--- config.mk ---
export PLATFORM = sky130hd
export DESIGN_NAME = mlp_feat_serializer_flat
export DESIGN_NICKNAME = d
export VERILOG_FILES = /design/src/rtl/mlp_feat_serializer_if.sv /design/src/rtl/mlp_feat_serializer.sv /design/src/flat_wrapper.sv
export SDC_FILE = /design/constraint.sdc
export NUM_CORES = 1
export LEC_CHECK = 0
export CORE_ASPECT_RATIO = 0.5
export CORE_MARGIN = 5
export CORE_UTILIZATION = 61
export DETAILED_ROUTE_END_ITERATION = 7
export PLACE_DENSITY = 0.95
export SLEW_MARGIN = 10
export SYNTH_ARGS = -nofsm -noshare
export SYNTH_HDL_FRONTEND = slang
export SYNTH_SLANG_ARGS = --single-unit
export TNS_END_PERCENT = 10
--- constraint.sdc ---
create_clock -name aclk -period 4.46 [get_ports aclk]
set_input_delay 0.892 -clock aclk [delete_from_list [all_inputs] [get_ports aclk]]
set_output_delay 0.892 -clock aclk [all_outputs]
set_load 0.05 [all_outputs]
--- src/rtl/mlp_feat_serializer_if.sv ---
// rtl/mlp_feat_serializer_if.sv - parallel-vector input and serial-word output handshake bundle
interface mlp_feat_serializer_if #(
   parameter int NUM_FEAT = 4
);
   logic                   v_tvalid;
   logic                   v_tready;
   logic [16*NUM_FEAT-1:0] v_tdata;
   logic                   m_tvalid;
   logic                   m_tready;
   logic [15:0]            m_tdata;
   logic                   m_tlast;

   // Serializer side: consumes vectors, produces serial words
   modport master (
      input  v_tvalid, v_tdata, m_tready,
      output v_tready, m_tvalid, m_tdata, m_tlast
   );

   // Environment side: produces vectors, consumes serial words
   modport slave (
      output v_tvalid, v_tdata, m_tready,
      input  v_tready, m_tvalid, m_tdata, m_tlast
   );
endinterface

--- src/rtl/mlp_feat_serializer.sv ---
// rtl/mlp_feat_serializer.sv - buffers parallel feature vectors and emits them as a serial word stream
module mlp_feat_serializer #(
   parameter int NUM_FEAT = 4,
   parameter int DEPTH    = 4,
   parameter int AW       = 2
) (
   input  logic                 aclk,
   input  logic                 areset,
   mlp_feat_serializer_if.master bus,
   output logic [AW:0]          fill,
   output logic [15:0]          vec_cnt
);
   localparam logic [AW:0] FILL_FULL = (AW+1)'(DEPTH);
   localparam logic [3:0]  LAST_IDX  = 4'(NUM_FEAT-1);

   logic [16*NUM_FEAT-1:0] mem_q [DEPTH];
   logic [16*NUM_FEAT-1:0] mem_d [DEPTH];
   logic [AW-1:0]          wr_ptr_q, wr_ptr_d;
   logic [AW-1:0]          rd_ptr_q, rd_ptr_d;
   logic [AW:0]            fill_q, fill_d;
   logic [3:0]             feat_idx_q, feat_idx_d;
   logic [15:0]            vec_cnt_q, vec_cnt_d;

   logic [16*NUM_FEAT-1:0] head;
   logic                   push;
   logic                   word_hs;
   logic                   pop;

   // Handshake outputs come from registered state only, so nothing on v_* reaches m_*
   always_comb begin
      head         = mem_q[rd_ptr_q];
      bus.v_tready = !areset && (fill_q != FILL_FULL);
      bus.m_tvalid = !areset && (fill_q != '0);
      bus.m_tlast  = !areset && (feat_idx_q == LAST_IDX);
      bus.m_tdata  = head[15:0];
      for (int k = 0; k < NUM_FEAT; k++) begin
         if (feat_idx_q == 4'(k)) begin
            bus.m_tdata = head[16*k +: 16];
         end
      end
   end

   // Next-state: store on push, step through features, retire the head on its last word
   always_comb begin
      push       = bus.v_tvalid && bus.v_tready;
      word_hs    = bus.m_tvalid && bus.m_tready;
      pop        = word_hs && bus.m_tlast;
      mem_d      = mem_q;
      wr_ptr_d   = wr_ptr_q;
      rd_ptr_d   = rd_ptr_q;
      fill_d     = fill_q;
      feat_idx_d = feat_idx_q;
      vec_cnt_d  = vec_cnt_q;

      if (push) begin
         mem_d[wr_ptr_q] = bus.v_tdata;
         wr_ptr_d        = wr_ptr_q + AW'(1);
      end

      if (word_hs) begin
         if (bus.m_tlast) begin
            feat_idx_d = '0;
            rd_ptr_d   = rd_ptr_q + AW'(1);
            vec_cnt_d  = vec_cnt_q + 16'd1;
         end else begin
            feat_idx_d = feat_idx_q + 4'd1;
         end
      end

      if (push && !pop) begin
         fill_d = fill_q + (AW+1)'(1);
      end else if (pop && !push) begin
         fill_d = fill_q - (AW+1)'(1);
      end
   end

   // Control state; reset discards any buffered or partially emitted vectors
   always_ff @(posedge aclk) begin
      if (areset) begin
         wr_ptr_q   <= '0;
         rd_ptr_q   <= '0;
         fill_q     <= '0;
         feat_idx_q <= '0;
         vec_cnt_q  <= '0;
      end else begin
         wr_ptr_q   <= wr_ptr_d;
         rd_ptr_q   <= rd_ptr_d;
         fill_q     <= fill_d;
         feat_idx_q <= feat_idx_d;
         vec_cnt_q  <= vec_cnt_d;
      end
   end

   // Vector storage needs no reset: contents are only visible while fill is nonzero
   always_ff @(posedge aclk) begin
      mem_q <= mem_d;
   end

   assign fill    = fill_q;
   assign vec_cnt = vec_cnt_q;
endmodule
--- src/flat_wrapper.sv ---
// flat-port wrapper written by rule: the top's interface ports become plain ports
module mlp_feat_serializer_flat 
#(
   parameter int NUM_FEAT = 4,
   parameter int DEPTH    = 4,
   parameter int AW       = 2
)
  (aclk, areset, fill, vec_cnt, bus_v_tvalid, bus_v_tdata, bus_m_tready, bus_v_tready, bus_m_tvalid, bus_m_tdata, bus_m_tlast);
  mlp_feat_serializer_if #(.NUM_FEAT(NUM_FEAT)) bus_i ();
  input  logic aclk;
  input  logic areset;
  output logic [AW:0] fill;
  output logic [15:0] vec_cnt;
  input wire logic [$bits(bus_i.v_tvalid)-1:0] bus_v_tvalid;
  input wire logic [$bits(bus_i.v_tdata)-1:0] bus_v_tdata;
  input wire logic [$bits(bus_i.m_tready)-1:0] bus_m_tready;
  output wire logic [$bits(bus_i.v_tready)-1:0] bus_v_tready;
  output wire logic [$bits(bus_i.m_tvalid)-1:0] bus_m_tvalid;
  output wire logic [$bits(bus_i.m_tdata)-1:0] bus_m_tdata;
  output wire logic [$bits(bus_i.m_tlast)-1:0] bus_m_tlast;
  assign bus_i.v_tvalid = bus_v_tvalid;
  assign bus_i.v_tdata = bus_v_tdata;
  assign bus_i.m_tready = bus_m_tready;
  assign bus_v_tready = bus_i.v_tready;
  assign bus_m_tvalid = bus_i.m_tvalid;
  assign bus_m_tdata = bus_i.m_tdata;
  assign bus_m_tlast = bus_i.m_tlast;
  mlp_feat_serializer #(.NUM_FEAT(NUM_FEAT), .DEPTH(DEPTH), .AW(AW)) u_core (.aclk(aclk), .areset(areset), .bus(bus_i), .fill(fill), .vec_cnt(vec_cnt));
endmodule
# Word level (Yosys, flattened, before mapping)
# Index checks and enable logic that the tools add are counted.
# W data, S select, Z words.
# classes
n_addsub	6
n_lt_le_gt_ge	3
n_eq_ne	4
n_mux	12
bitwise_logic	2
n_reduce_logical	15
# op_table
op	count
$bwmux W256	1
$mux W64	3
$bmux W64 S2	1
$demux W64 S2	1
$mux W16	3
$add A16 B1 Y16 const B	1
$logic_and A1 B1 Y1	9
$eq A4 B2 Y1 const B	2
$ge A3 B3 Y1 const B	2
$mux W3	2
$not A2 Y3	2
$add A2 B1 Y2 const B	2
$add A4 B1 Y4 const B	1
$eq A4 B1 Y1 const B	1
$mux W4	1
$add A3 B1 Y3 const B	1
$logic_not A1 Y1	3
$lt A3 B1 Y1 const B	1
$ne A3 B3 Y1 const B	1
$reduce_bool A3 Y1	1
$sub A3 B1 Y3 const B	1
$reduce_and A2 Y1	1
$reduce_bool A2 Y1	1
# totals
register_bits	283
inputBits	68
out_inout_bits	38

# Depth between registers and ports, before layout
# depth
ltp_word	7
ltp_mapped	10
ltp_nobuf	10

# Worst setup path after synthesis
# OpenSTA, ideal clock, no wires.
# synth_path
path_kind	input port to flip-flop
startpoint	in areset
endpoint	reg u_core.mem_q[0] (netlist bit), enable pin
arrival_time_ps	2907
path_slack_ps	1125
path_stages	3
n_path_buf	1
path_cell_list	buf_6 -> a211oi_2 -> and2_1
# synth_via
elab_chain_len	3
# synth_rtl
item	line	rtl
from (decl)	flat_wrapper.sv:11	input logic areset;
$logic_not A1 Y1	mlp_feat_serializer.sv:32	bus.v_tready = !areset && (fill_q != FILL_FULL);
$logic_and A1 B1 Y1	mlp_feat_serializer.sv:32	
$logic_and A1 B1 Y1	mlp_feat_serializer.sv:45	push = bus.v_tvalid && bus.v_tready;
via u_core.push	mlp_feat_serializer.sv:25	logic push;
to (signal assigned)	mlp_feat_serializer.sv:96	mem_q <= mem_d;
to (decl)	mlp_feat_serializer.sv:16	logic [16*NUM_FEAT-1:0] mem_q [DEPTH];
# The timed path passes the listed nets, and every way through them passes these cells.
# A chain may end at the register's enable or synchronous reset.

# Final worst setup path
# layout_path
startpoint	reg u_core.feat_idx_q[0]
endpoint	out bus_m_tdata[8]
# layout_via
elab_chain_len	4
word_cells_on_any_way	6
# layout_rtl
item	line	rtl
from (decl)	mlp_feat_serializer.sv:21	logic [3:0] feat_idx_q, feat_idx_d;
from (signal assigned)	mlp_feat_serializer.sv:89	feat_idx_q <= feat_idx_d;
$eq A4 B1 Y1	mlp_feat_serializer.sv:37	if (feat_idx_q == 4'(k)) begin
$mux W16 (2 in a row)	mlp_feat_serializer.sv:37	
$mux W16 (*)	mlp_feat_serializer.sv:37	
to (decl)	flat_wrapper.sv:19	output wire logic [$bits(bus_i.m_tdata)-1:0] bus_m_tdata;
# Every way passes the cells marked *; elsewhere a longest branch is shown, timed or not.

==> reports/qor.yml <==
synth.top_cell.area_share: 0.702
p_comb_frac: 0.091
hold_path_class: "reg -> reg"
routedWlPerCell_um: 29.5
power.switching_mw: 1.25
finalSetupTns_ns: 0
dieArea_um2: 20900
synth_commonest_cells: "edfxtp_1, mux4_2, nor2_1, o22ai_1, dfxtp_1"
synthFlopType: "edfxtp_1"
r2r_cells: 11
hold_viol: 0
setup_ws_ns: 0.103
finalWirelength_mm: 27.5
crit_slowest_cell: "or3b_1"
path_max_fanout: 16
overflow: 0
cts_tree: "done"
maxSlewHeadroom: 0.440
yosysTopAreaCell: "edfxtp_1"
drive_gt1_frac: 0.181
pwr-share-seq: 0.552
nets: 757
period_share: 0.977
seq_area_frac_synth: 0.752
maxCapViolations: 0
fp.dieW_um: 199
critical-path-top-delay-family: "buffers and inverters"
leakage_nw: 4.05
stdcell_count: 932
io_pins: 106
clk_latency_ns: 0.52
drtIter0Drc: 834
antenna_found_initial: 1
place_area_um2: 12400
yosys_register_bits: 283
status: "complete, no violations"
reg2reg_setup_slack_ns: 0.87
portBuffers: 105
cp.arrival_ns: 3.47
grt_pass1_wl_mm: 41.2
grt_max_degree: 65
vias_per_cell: 6.87
critical_path_required_ns: 3.57
vias: 6401
hpwl_mm: 16.7
drtAntennaViolNets: 0
critical_path_class: "reg -> out"
yosys_warnings: 0
num_rows: 34
setup_viol: 0
p_clk_frac: 0.357
clock_skew_ns: 0.0169
synthDistinctLibCells: 44
vdd_drop_max_v: 0.000271
fin_crit_ns: 4.36
area_growth_pct: 19.7
path_cells: "ha_1 > or3b_1 > buf_4 > o22ai_1 > nor2_1 > clkdlybuf4s50_1"
initial_core_util: 0.626
grt_pass1_vias: 6446
root_buffer: "clkbuf_16"
min_to: "u_core.vec_cnt[15]$_SDFFE_PP0P_"
timing.fmax_mhz: 229
numPlacedInstances: 887
clk_pin_slew_ns: 0.06
netlist_area_um2: 10900
cts_resized: 0
min_from: "u_core.vec_cnt[15]$_SDFFE_PP0P_"
dr.pass1.iters: 5
rsz0062_at_grt: "no"
critPathLaunchType: "flip-flop"
core_um2: 17500
timing.hold.ws_ns: 0.486
async_reset_ff_frac: 0
cts_buffers: 24
timing.critical_path.to_type: "output pin"
cts_hold_buf: 0
place_congestion: 0.782
clockBufferDepth: 3
cpPeakStageDelay_ns: 0.75
postCtsSetupBuffers: 0
syn_nets: 632
syn_avg_cell_area_um2: 19.8
tightestPinTransition_ns: 0.840
post-place-ws_ns: 0.821
cts_sinks: 283
drv_slew: 0
drc: 0
swShare: 0.230
r2r_end: "u_core.fill[2]$_SDFFE_PP0P_"
synth_edf_count: 256
path_buf_inv: 2
die_h_um: 105
r2r-start: "u_core.feat_idx_q[0]$_SDFFE_PP0P_"
grt_use_total: 0.265
fin_area_um2: 13100
syn_inst: 554
hold_path_depth: 2
netlist_top_cells_area: "edfxtp_1, mux4_2, dfxtp_1"
intPower_mw: 4.19
powerDensity_nw_per_um2: 415
synth.most_common_cell: "edfxtp_1"
htreeDepth: 1
layout by cell type, fill, tap and decap left out, types with 2 or more instances in the layout:
| cell | netlist | final |
|---|---|---|
| a21oi_1 | 15 | 15 |
| and2_2 | 0 | 4 |
| and4_1 | 2 | 2 |
| buf_12 | 0 | 6 |
| buf_4 | 1 | 11 |
| clkbuf_1 | 10 | 9 |
| clkbuf_16 | 0 | 25 |
| clkdlybuf4s50_1 | 0 | 105 |
| clkinv_1 | 0 | 4 |
| clkinv_2 | 0 | 6 |
| dfxtp_1 | 27 | 25 |
| edfxtp_1 | 256 | 256 |
| ha_1 | 9 | 9 |
| inv_1 | 8 | 8 |
| mux2i_1 | 3 | 3 |
| mux4_2 | 64 | 64 |
| nand2_1 | 8 | 8 |
| nand2b_1 | 2 | 2 |
| nand3_1 | 7 | 7 |
| nand4_1 | 5 | 5 |
| nor2_1 | 32 | 32 |
| nor3_2 | 2 | 2 |
| nor4_1 | 2 | 2 |
| o21ai_0 | 9 | 9 |
| o22ai_1 | 32 | 32 |
| o31ai_1 | 5 | 5 |
| or3_1 | 9 | 9 |
| or4_1 | 4 | 4 |
| xnor2_1 | 7 | 7 |
| xor2_1 | 2 | 2 |
per-stage QoR:
stage / util / total power [mW]
after floorplan: - / 3.30
after global placement: 0.709 / 3.50
after detailed placement: 0.709 / 3.54
after CTS: 0.749 / 5.44
after global routing: 0.749 / 5.60
final: 0.749 / 5.44
cells by family after synthesis:
family	synth area share
simple gates	0.0469
compound gates	0.0353
mux	0.134
buf+inv	0.0126
fa+ha+maj	0.0121
xor+xnor	0.00720
flops	0.752
power by group through the flow:
| stage | Clock, mW | Sequential, mW | Combinational [mW] |
|---|---|---|---|
| 6_report | 1.94 | 3.00 | 0.494 |
| 5_1_grt | 2.08 | 3.00 | 0.514 |
| 4_1_cts | 1.95 | 3.00 | 0.492 |
| 3_5_place_dp | 0 | 3.06 | 0.480 |
| 3_3_place_gp | 0 | 3.04 | 0.459 |
| 2_1_floorplan | 0 | 3.06 | 0.245 |
per-layer routing:
metal | GRT usage | vias to the layer above | share of wire
li1 | - | 2550 | -
met1 | 0.372 | 3225 | 0.37
met2 | 0.427 | 536 | 0.49
met3 | 0.0579 | 90 | 0.11
met4 | 0.0799 | 0 | 0.036
met5 | 0 | - | 0
worst max path at each step:
stage	from	endpoint	slack [ns]	cells past startpoint
4_1_cts	u_core.feat_idx_q[0]$_SDFFE_PP0P_	bus_m_tdata[8]	0.18	6
5_1_grt	u_core.feat_idx_q[0]$_SDFFE_PP0P_	bus_m_tdata[8]	0.08	6
3_5_place_dp	u_core.feat_idx_q[0]$_SDFFE_PP0P_	bus_m_tdata[8]	0.82	6
3_3_place_gp	areset	bus_m_tvalid	0.96	4
6_report	u_core.feat_idx_q[0]$_SDFFE_PP0P_	bus_m_tdata[8]	0.10	6
2_1_floorplan	areset	u_core.mem_q[0]$_DFFE_PP_	1.12	3
cell type report:
cell class	instances	area, um2
diodes	1	2.50
clock buffers	34	659
flip-flops and latches	283	8230
clock inverters	10	45.0
well taps	234	293
inverters	8	30.0
repair buffers	122	1250
multi-input cells	240	2590
fillers	857	4380
registers in the layout (all words and copies together), names as in the netlist:
name and flops:
u_core.feat_idx_q 4, u_core.fill 3, u_core.mem_q 256, u_core.rd_ptr_q 2
u_core.vec_cnt 16, u_core.wr_ptr_q 2
worst min-delay path, stage by stage (launching register included):
cell and delay [ns]:
dfxtp_1 0.32, o31ai_1 0.06, a21oi_1 0.06
(Power assumes the default switching activity.)
